<file path="config.mk">
export PLATFORM = sky130hd
export DESIGN_NAME = f_redirect_ctrl
export DESIGN_NICKNAME = d
export VERILOG_FILES = /design/src/rtl/f_redirect_ctrl_pkg.sv /design/src/rtl/f_redir_pick.sv /design/src/rtl/f_redirect_ctrl.sv
export SDC_FILE = /design/constraint.sdc
export NUM_CORES = 1
export LEC_CHECK = 0
export ABC_AREA = 1
export BUFFER_PORTS_ARGS = -buffer_cell sky130_fd_sc_hd__buf_2
export CORE_MARGIN = 3
export CORE_UTILIZATION = 45
export CTS_CLUSTER_DIAMETER = 60
export DETAILED_ROUTE_END_ITERATION = 10
export PLACE_DENSITY = 0.78
export SYNTH_ARGS = -nofsm -noshare
export SYNTH_HDL_FRONTEND = slang
export SYNTH_SLANG_ARGS = --single-unit
</file>
<file path="constraint.sdc">
create_clock -name clk -period 1.64 [get_ports clk]
set_input_delay 0.328 -clock clk [delete_from_list [all_inputs] [get_ports clk]]
set_output_delay 0.328 -clock clk [all_outputs]
set_load 0.005 [all_outputs]
</file>
<file path="src/rtl/f_redirect_ctrl_pkg.sv">
// f_redirect_ctrl_pkg: shared types for the frontend redirect controller
package f_redirect_ctrl_pkg;

    typedef struct packed {
        logic        redirect;
        logic [31:0] redir_addr;
    } correct_info_t;

    typedef enum logic [1:0] {IDLE, DRAIN, FLUSH} redir_state_e;

endpackage

</file>
<file path="src/rtl/f_redir_pick.sv">
// f_redir_pick: fixed-priority pick of exception > slot 0 > slot 1 redirect
module f_redir_pick
    import f_redirect_ctrl_pkg::*;
(
    input  correct_info_t [1:0] correct_infos_i,
    input  logic                exc_valid_i,
    input  logic [31:0]         exc_addr_i,
    output logic                vld_o,
    output logic [31:0]         addr_o
);

    assign vld_o  = exc_valid_i | correct_infos_i[0].redirect | correct_infos_i[1].redirect;
    assign addr_o = exc_valid_i                ? exc_addr_i :
                    correct_infos_i[0].redirect ? correct_infos_i[0].redir_addr :
                                                  correct_infos_i[1].redir_addr;

endmodule

</file>
<file path="src/rtl/f_redirect_ctrl.sv">
// f_redirect_ctrl: waits for icache drain then pulses g_flush with the redirect PC.
// Optional statistics counters are enabled by defining F_REDIR_STAT_EN.
module f_redirect_ctrl
    import f_redirect_ctrl_pkg::*;
#(
    parameter int DRAIN_MAX = 64
) (
    input  logic                clk,
    input  logic                rst_n,
    input  correct_info_t [1:0] correct_infos_i,
    input  logic                exc_valid_i,
    input  logic [31:0]         exc_addr_i,
    input  logic                icache_busy_i,
    output logic                g_flush_o,
    output logic [31:0]         redir_pc_o,
    output logic                fetch_stall_o
`ifdef F_REDIR_STAT_EN
    ,
    output logic [31:0]         stat_flush_cnt_o,
    output logic [31:0]         stat_drain_cyc_o,
    output logic                stat_timeout_o
`endif
);

    localparam int CNT_W = $clog2(DRAIN_MAX + 1);

    redir_state_e     state_q, state_d;
    logic [31:0]      tgt_q, tgt_d;
    logic [CNT_W-1:0] cnt_q, cnt_d;
    logic             req_vld;
    logic [31:0]      req_addr;
    logic             wd_hit;

    f_redir_pick u_pick (
        .correct_infos_i (correct_infos_i),
        .exc_valid_i     (exc_valid_i),
        .exc_addr_i      (exc_addr_i),
        .vld_o           (req_vld),
        .addr_o          (req_addr)
    );

    assign wd_hit = (cnt_q == CNT_W'(DRAIN_MAX - 1));

    // next state: DRAIN keeps counting through new requests; IDLE/FLUSH restart on a request
    always_comb begin
        state_d = state_q;
        tgt_d   = req_vld ? req_addr : tgt_q;
        cnt_d   = cnt_q;
        if (state_q == DRAIN) begin
            cnt_d   = cnt_q + 1'b1;
            state_d = (!icache_busy_i || wd_hit) ? FLUSH : DRAIN;
        end else if (req_vld) begin
            cnt_d   = '0;
            state_d = icache_busy_i ? DRAIN : FLUSH;
        end else begin
            state_d = IDLE;
        end
    end

    // redirect state registers
    always_ff @(posedge clk or negedge rst_n) begin
        if (!rst_n) begin
            state_q <= IDLE;
            tgt_q   <= '0;
            cnt_q   <= '0;
        end else begin
            state_q <= state_d;
            tgt_q   <= tgt_d;
            cnt_q   <= cnt_d;
        end
    end

    assign g_flush_o     = (state_q == FLUSH);
    assign redir_pc_o    = tgt_q;
    assign fetch_stall_o = (state_q != IDLE);

`ifdef F_REDIR_STAT_EN
    // saturating flush/drain counters and sticky watchdog-timeout flag
    always_ff @(posedge clk or negedge rst_n) begin
        if (!rst_n) begin
            stat_flush_cnt_o <= '0;
            stat_drain_cyc_o <= '0;
            stat_timeout_o   <= 1'b0;
        end else begin
            if (state_q == FLUSH && stat_flush_cnt_o != '1)
                stat_flush_cnt_o <= stat_flush_cnt_o + 1'b1;
            if (state_q == DRAIN && stat_drain_cyc_o != '1)
                stat_drain_cyc_o <= stat_drain_cyc_o + 1'b1;
            if (state_q == DRAIN && icache_busy_i && wd_hit)
                stat_timeout_o <= 1'b1;
        end
    end
`endif

endmodule

</file>
# After elaboration in Yosys (flattened, before gate mapping)
# Cells that the tools add are included.
# op_classes
eq_ne	3
n_bitwise	2
muxes	8
n_addsub	1
n_reduce_logical	4
# op_table
op	n
2-to-1 mux 32 bit	2
2-to-1 mux 7 bit	2
2-to-1 mux 2 bit	4
adder 7 x 1 -> 7 bit, second input constant	1
equality test 7 x 6 -> 1 bit, second input constant	1
nonzero test 2 bit	2
equality test 2 x 1 -> 1 bit, second input constant	1
equality test 2 bit, second input constant	1
OR 1 bit	2
logical NOT 1 bit	1
logical OR 1 bit	1
# word_totals
wordCells	21
inputBits	102
reg_bits	41

# Logic depth before layout (Yosys ltp)
# Gate-level depths: netlist (run 1).
# logic_depth
word_depth	4
ltp_mapped	7

# Hierarchy
# From an unflattened synthesis (run 1), not the netlist that was laid out.
# unflattened
cells_unflattened	444
area_unflattened_um2	2816.5
# by_module_without_submodules
mod	n_inst	area_each_um2	cells_each
f_redirect_ctrl	1	1741.7	202
f_redir_pick	1	1074.8	242

# Worst setup path after synthesis (run 1)
# OpenSTA, ideal clock, no wires.
# synth_path
path_kind	reg2reg
start	register cnt_q[0]
end	register cnt_q[6]
stages_incl_launch_ff	7
required_ns	1.523
path_buffers	0
setup_slack_ns	0.554
t_arrival_ns	0.969
period_less_slack_ns	1.086
cell_sequence	dfrtp_1 > ha_1 > nand2_1 > nor2_1 > nand3_1 > nand3_1 > nand2_1
# synth_via
elab_chain_len	2
# synth_rtl
item	line	text
start: declaration	f_redirect_ctrl.sv:29	logic [CNT_W-1:0] cnt_q, cnt_d;
start signal: assignment	f_redirect_ctrl.sv:69	cnt_q <= cnt_d;
adder 7 x 1 -> 7 bit	f_redirect_ctrl.sv:50	cnt_d = cnt_q + 1'b1;
2-to-1 mux 7 bit	f_redirect_ctrl.sv:49	if (state_q == DRAIN) begin
# Every way passes these cells.
# A chain may end at the register's enable or synchronous reset.

# Final worst setup path (run 1)
# layout_path
start	register state_q[0]
end	output port fetch_stall_o
# layout_via
elab_chain_len	1
# layout_rtl
item	line	text
start: declaration	f_redirect_ctrl.sv:27	redir_state_e state_q, state_d;
start signal: assignment	f_redirect_ctrl.sv:67	state_q <= state_d;
nonzero test 2 bit	f_redirect_ctrl.sv:75	assign fetch_stall_o = (state_q != IDLE);
end: declaration	f_redirect_ctrl.sv:16	output logic fetch_stall_o
# Every way passes these cells.

==> results.ini, run 1 <==
[outcome]
status = complete, no violations

[setup_path]
crit_arrival_ns = 1.01
cp.required_ns = 1.31
worst-setup-path-type = reg2out
cp_max_fo = 2
startpoint_type = flop
worstSetupEndpointType = output port

[timing]
hold_viol_final = 0
fin_crit_sh = 0.817
grt_setup_unrepaired = no
relSlewSlack = 0.692
max_freq_mhz = 747
fin_skew_ns = 0.00774
setup_violations = 0
period_minus_slack_ns = 1.34
tns_ns = 0
finalHoldWorstSlack_ns = 0.264
worst_pin_slew_ns = 0.462
slew_violations = 0

[synth]
yosysWarnings = 0
syn_area_mm2 = 0.00247
synth-seq-cells = 41
seq_area_frac_synth = 0.415
yosys.cell_types.count = 21
syn_inst = 313
synth_area_per_cell_um2 = 7.90
syn_nets = 416

[clock_tree]
htree_num_levels = 2
clk_latency_ns = 0.28
cts_tree = done
post_cts_buffers = 0
path_clk_slew_ns = 0.08
cts_made_buffers = 5
cts_root_buffer = clkbuf_8
cts_sinks = 41
cts_buffer_depth = 2

[job]
maxCapViolations = 0

[drt]
wl_per_cell_um = 12.4
firstDrtPassIters = 6
viasPerCell = 4.89
wl_um = 6370
num_vias = 2508
drcViolationCount = 0
ant_nets = 0
drt_iter0_markers = 120

[placed_design]
dp_hpwl_um = 4800
io_buffers = 135
gp_congestion = 0.797

[layout]
final_core_util = 0.615
layout-drive-gt1-share = 0.370
antenna_cells = 0
syn_to_final_growth_pct = 29.6
nNetsFinal = 546

[global_routing]
use_met1 = 0.266
antenna_found_initial = 0
grt_pass1_vias = 2311
grtUsageMet3 = 0.0404
grt_max_degree = 65
track_usage = 0.209
grt_pass1_wl_um = 10500
grt_overflow = 0
top_usage_layer = met2
grtUsageMet2 = 0.363

[die]
dieArea_mm2 = 0.00642
io_pins = 136
dieWidth_um = 80.1
fp-row-count = 26
die_h_um = 80.1
start_util = 0.475
fp.coreArea_mm2 = 0.00520

[min_path]
hold_path.class = in2reg

[pwr]
leakagePower_nw = 1.69
peakVddDrop_v = 0.000377
power_density_mw_per_mm2 = 759

kinds of logic after synthesis:
logic type               count (synthesis)  share of synthesized area
AND/OR/NAND/NOR                        202                      0.347
flip-flops                              41                      0.415
adder cells (fa/ha/maj)                  1                    0.00506
buffers and inverters                   30                      0.103
AO/OA/AOI/OAI                           39                      0.131
per-stage QoR:
stage	total power [W]	worst slack, ns	instances	instance area [um2]
after floorplan	0.00151	0.554	313	2470
after global placement	0.00178	0.339	505	3100
after detailed placement	0.00179	0.285	505	3100
after CTS	0.00246	0.294	513	3200
after global routing	0.00259	0.236	513	3200
final	0.00243	0.301	513	3200
synth_stat cells:
master      n  area share
buf_2       2      0.0040
buf_4       1      0.0030
buf_6      14       0.064
clkbuf_8    2       0.011
dfrtp_1    41        0.41
ha_1        1      0.0051
inv_1       8       0.012
inv_2       1      0.0015
inv_6       2      0.0071
nand2_1   151        0.23
nand2_8     1      0.0081
nand3_1    39       0.079
nand4_1     1      0.0025
nor2_1      7       0.011
nor2_4      2      0.0091
nor2_8      1      0.0081
o211ai_1   23       0.070
o211ai_2    9       0.046
o21ai_0     3      0.0061
o21ai_1     3      0.0061
o21bai_1    1      0.0030
cell usage in the layout, fill, tap and decap left out:
| cell type | instances |
|---|---|
| nand2_1 | 151 |
| buf_2 | 135 |
| dfrtp_1 | 41 |
| nand3_1 | 39 |
| o211ai_1 | 23 |
| o211ai_2 | 9 |
| inv_1 | 8 |
| nor2_1 | 7 |
| clkbuf_8 | 6 |
| buf_4 | 4 |
| o21ai_0 | 3 |
| o21ai_1 | 3 |
| nor2_4 | 2 |
| inv_6 | 2 |
| buf_12 | 2 |
| nor2_8 | 1 |
| nand2_8 | 1 |
| inv_2 | 1 |
| o21bai_1 | 1 |
| nand4_1 | 1 |
| ha_1 | 1 |
| clkinvlp_4 | 1 |
| dlygate4sd3_1 | 1 |
area by class of cell:
cell class | count | area [um2]
clock inverter | 1 | 7.51
fill | 484 | 2000
clock buffer | 6 | 82.6
sequential | 41 | 1030
timing repair buffer | 142 | 756
tap | 70 | 87.6
multi-input combinational | 242 | 1190
inverter | 11 | 51.3
final timing paths:
check	start	to	slack (ns)	cells past startpoint
worst min-delay path	exc_addr_i[7]	redir_pc_o[7]$_DFFE_PN0N_	0.26	3
max in group asynchronous	rst_n	state_q[0]$_DFF_PN0_	0.64	3
worst max register to register	cnt_q[0]$_DFFE_PN0P_	cnt_q[6]$_DFFE_PN0P_	0.42	6
worst max-delay path	state_q[0]$_DFF_PN0_	fetch_stall_o	0.30	3
min in group asynchronous	rst_n	redir_pc_o[2]$_DFFE_PN0N_	0.52	2
worst min register to register	redir_pc_o[7]$_DFFE_PN0N_	redir_pc_o[7]$_DFFE_PN0N_	0.48	2
layer usage:
| metal | vias to the layer above | wire length [um] |
|---|---|---|
| li1 | 1289 | - |
| met4 | 0 | 53 |
| met1 | 1129 | 2720 |
| met3 | 5 | 436 |
| met2 | 85 | 3160 |
| met5 | - | 0 |
worst max-delay path, stage by stage (launching register included):
cell and delay [ns]:
dfrtp_1 0.38, inv_1 0.16, nand2_1 0.07, buf_2 0.13
where the power goes:
part,switching [W],internal [W]
logic,0.000313,0.000276
registers,0.0000660,0.00111
clock network,0.000332,0.000333
flip-flops by register name (all words and copies together), names as in the netlist:
name / count
redir_pc_o: 32
cnt_q: 7
state_q: 2
what timing repair did:
| item | CTS | global route |
|---|---|---|
| hold buffers | 1 | 0 |
| gates resized for setup | 0 | 0 |
| endpoints found under the hold margin | 19 | 0 |
Note: power is estimated with default switching activity, not from simulation.
==> inputs of run 2 (changes only) <==
--- a/config.mk
+++ b/config.mk
@@ -8,10 +8,10 @@
 export ABC_AREA = 1
 export BUFFER_PORTS_ARGS = -buffer_cell sky130_fd_sc_hd__buf_2
 export CORE_MARGIN = 3
-export CORE_UTILIZATION = 45
+export CORE_UTILIZATION = 40
 export CTS_CLUSTER_DIAMETER = 60
 export DETAILED_ROUTE_END_ITERATION = 10
-export PLACE_DENSITY = 0.78
+export PLACE_DENSITY = 0.73
 export SYNTH_ARGS = -nofsm -noshare
 export SYNTH_HDL_FRONTEND = slang
 export SYNTH_SLANG_ARGS = --single-unit
==> constraint.sdc (replaced) <==
create_clock -name clk -period 1.2 [get_ports clk]
set_input_delay 0.24 -clock clk [delete_from_list [all_inputs] [get_ports clk]]
set_output_delay 0.24 -clock clk [all_outputs]
set_load 0.005 [all_outputs]
==> results.ini, run 2 (synthesized netlist as in run 1, its figures left out) <==
[outcome]
status = complete, no violations

[layout]
layout-drive-gt1-share = 0.404
final_common_cell = nand2_1
nFillCells = 568
syn_to_final_growth_pct = 37.2
stdcell_count = 530
largest_reg_flops = 32
antenna_cells = 0
nNetsFinal = 557
final_cell_mix = 150 x nand2_1, 135 x buf_2, 40 x dfrtp_1, 39 x nand3_1, 23 x o211ai_1

[clock_tree]
htree_num_levels = 2
cts_buffer_depth = 2
clk_latency_ns = 0.29
cts_made_buffers = 5
cts_tree = done
cts_root_buffer = clkbuf_8
path_clk_slew_ns = 0.08
cts_sinks = 41

[pwr]
intPower_w = 0.00249
leakagePower_nw = 1.78
power_switching_w = 0.00103
power_frac_comb = 0.264
switching_share = 0.292
power_density_mw_per_mm2 = 1040
peakVddDrop_v = 0.000491
power.share.clock = 0.281
power.total_w = 0.00352
p_seq_frac = 0.455

[global_routing]
grt_pass1_wl_um = 11200
track_usage = 0.191
grt_overflow = 0
grt_pass1_vias = 2499
antenna_found_initial = 0
grt_max_degree = 42

[timing]
fin_skew_ns = 0.00208
max_freq_mhz = 865
fin_crit_sh = 0.964
setup_violations = 0
grt_setup_unrepaired = yes
period_minus_slack_ns = 1.16
worst_pin_slew_ns = 0.227
hold_viol_final = 0
relSlewSlack = 0.849
slew_violations = 0

[die]
fp-row-count = 28
start_util = 0.415
dieArea_mm2 = 0.00716
fp.coreArea_mm2 = 0.00596
die_h_um = 84.6
dieWidth_um = 84.6
io_pins = 136

[placed_design]
io_buffers = 135
placedCellCount = 515
dp_hpwl_um = 5110
gp_congestion = 0.805

[setup_path]
cp.required_ns = 0.96
rrSetupSlack_ns = 0.08
startpoint_type = flop
crit_arrival_ns = 0.92
r2r-end = cnt_q[4]$_DFFE_PN0P_
worstSetupEndpointType = output port
reg2reg_from = cnt_q[1]$_DFFE_PN0P_
reg2regPathDepth = 5
cp_max_fo = 2
worst-setup-path-type = reg2out

[drt]
wl_per_cell_um = 12.8
drt_iter0_markers = 147
viasPerCell = 4.87
firstDrtPassIters = 4
ant_nets = 0
wl_um = 6800
drcViolationCount = 0
num_vias = 2580

[min_path]
hold_path.class = in2reg
hold_path_end = redir_pc_o[2]$_DFFE_PN0N_
min_from = exc_addr_i[2]
min_path_cells = 3

[job]
maxCapViolations = 0

-- run 2: cell types whose count changed in the layout (fill, tap and decap cells not counted), moves of 2 or more --
cell     delta
buf_12      +6
buf_4       +4
inv_1       -3
inv_2       +3
nor2_1      -2
nor2_2      +2
o21ai_0     -2
o21ai_1     +2
-- run 2: power by group through the flow --
stage / clock (W) / combinational (W) / sequential [W]
6_report: 0.000990 / 0.000930 / 0.00160
5_1_grt: 0.00107 / 0.00105 / 0.00162
4_1_cts: 0.00101 / 0.000900 / 0.00160
3_5_place_dp: 0 / 0.000870 / 0.00163
3_3_place_gp: 0 / 0.000851 / 0.00163
2_1_floorplan: 0 / 0.000429 / 0.00164
-- run 2: through the flow --
| step | TNS [ns] | utilization | instance area, um2 | worst slack (ns) | hold WS [ns] |
|---|---|---|---|---|---|
| floorplan | 0 | - | 2470 | 0.114 | -0.0556 |
| global placement | 0 | 0.541 | 3220 | 0.0780 | 0.233 |
| detailed placement | -0.000560 | 0.541 | 3220 | -0.000560 | 0.230 |
| CTS | 0 | 0.563 | 3350 | 0.0131 | 0.169 |
| global route | -0.0242 | 0.570 | 3390 | -0.0158 | 0.164 |
| finish | 0 | 0.570 | 3390 | 0.0434 | 0.174 |
-- run 2: final cells by class --
cell class / instances / area, um2 / area share
Multi-Input combinational cell: 243 / 1210 / 0.358
Sequential cell: 41 / 1030 / 0.303
Timing Repair Buffer: 152 / 906 / 0.267
Clock buffer: 7 / 96.3 / 0.0284
Tap cell: 75 / 93.8 / 0.0277
Inverter: 11 / 51.3 / 0.0151
Clock inverter: 1 / 5.00 / 0.00147
-- run 2: worst max-delay path, stage by stage (launching register included) --
cell and delay [ns]:
dfrtp_2 0.41, inv_2 0.05, nand2_1 0.04, buf_2 0.12
-- run 2: how the worst max path moves through the flow --
stage                                 end  depth (start not counted)                 start  slack [ns]
6_report                    fetch_stall_o                          3  state_q[1]$_DFF_PN0_        0.04
5_1_grt                     fetch_stall_o                          3  state_q[1]$_DFF_PN0_       -0.02
4_1_cts              cnt_q[3]$_DFFE_PN0P_                          6  state_q[1]$_DFF_PN0_        0.01
3_5_place_dp         cnt_q[6]$_DFFE_PN0P_                          6  cnt_q[1]$_DFFE_PN0P_     -0.0006
3_3_place_gp   redir_pc_o[11]$_DFFE_PN0N_                          6           exc_valid_i        0.08
2_1_floorplan        cnt_q[6]$_DFFE_PN0P_                          6  cnt_q[0]$_DFFE_PN0P_        0.11
-- run 2: repair_timing --
action | CTS | global route
hold buffers | 1 | 0
cloned | 0 | 1
endpoints found under the setup margin | 3 | 8
gates resized for setup | 3 | 7
setup buffers | 2 | 3
endpoints found under the hold margin | 41 | 0
pin swaps | 0 | 4
-- run 2: metal layers --
layer / wire [um] / global-route usage
met5: 0 / 0
met4: 93 / 0.0475
met3: 590 / 0.0520
met2: 3240 / 0.327
met1: 2870 / 0.240
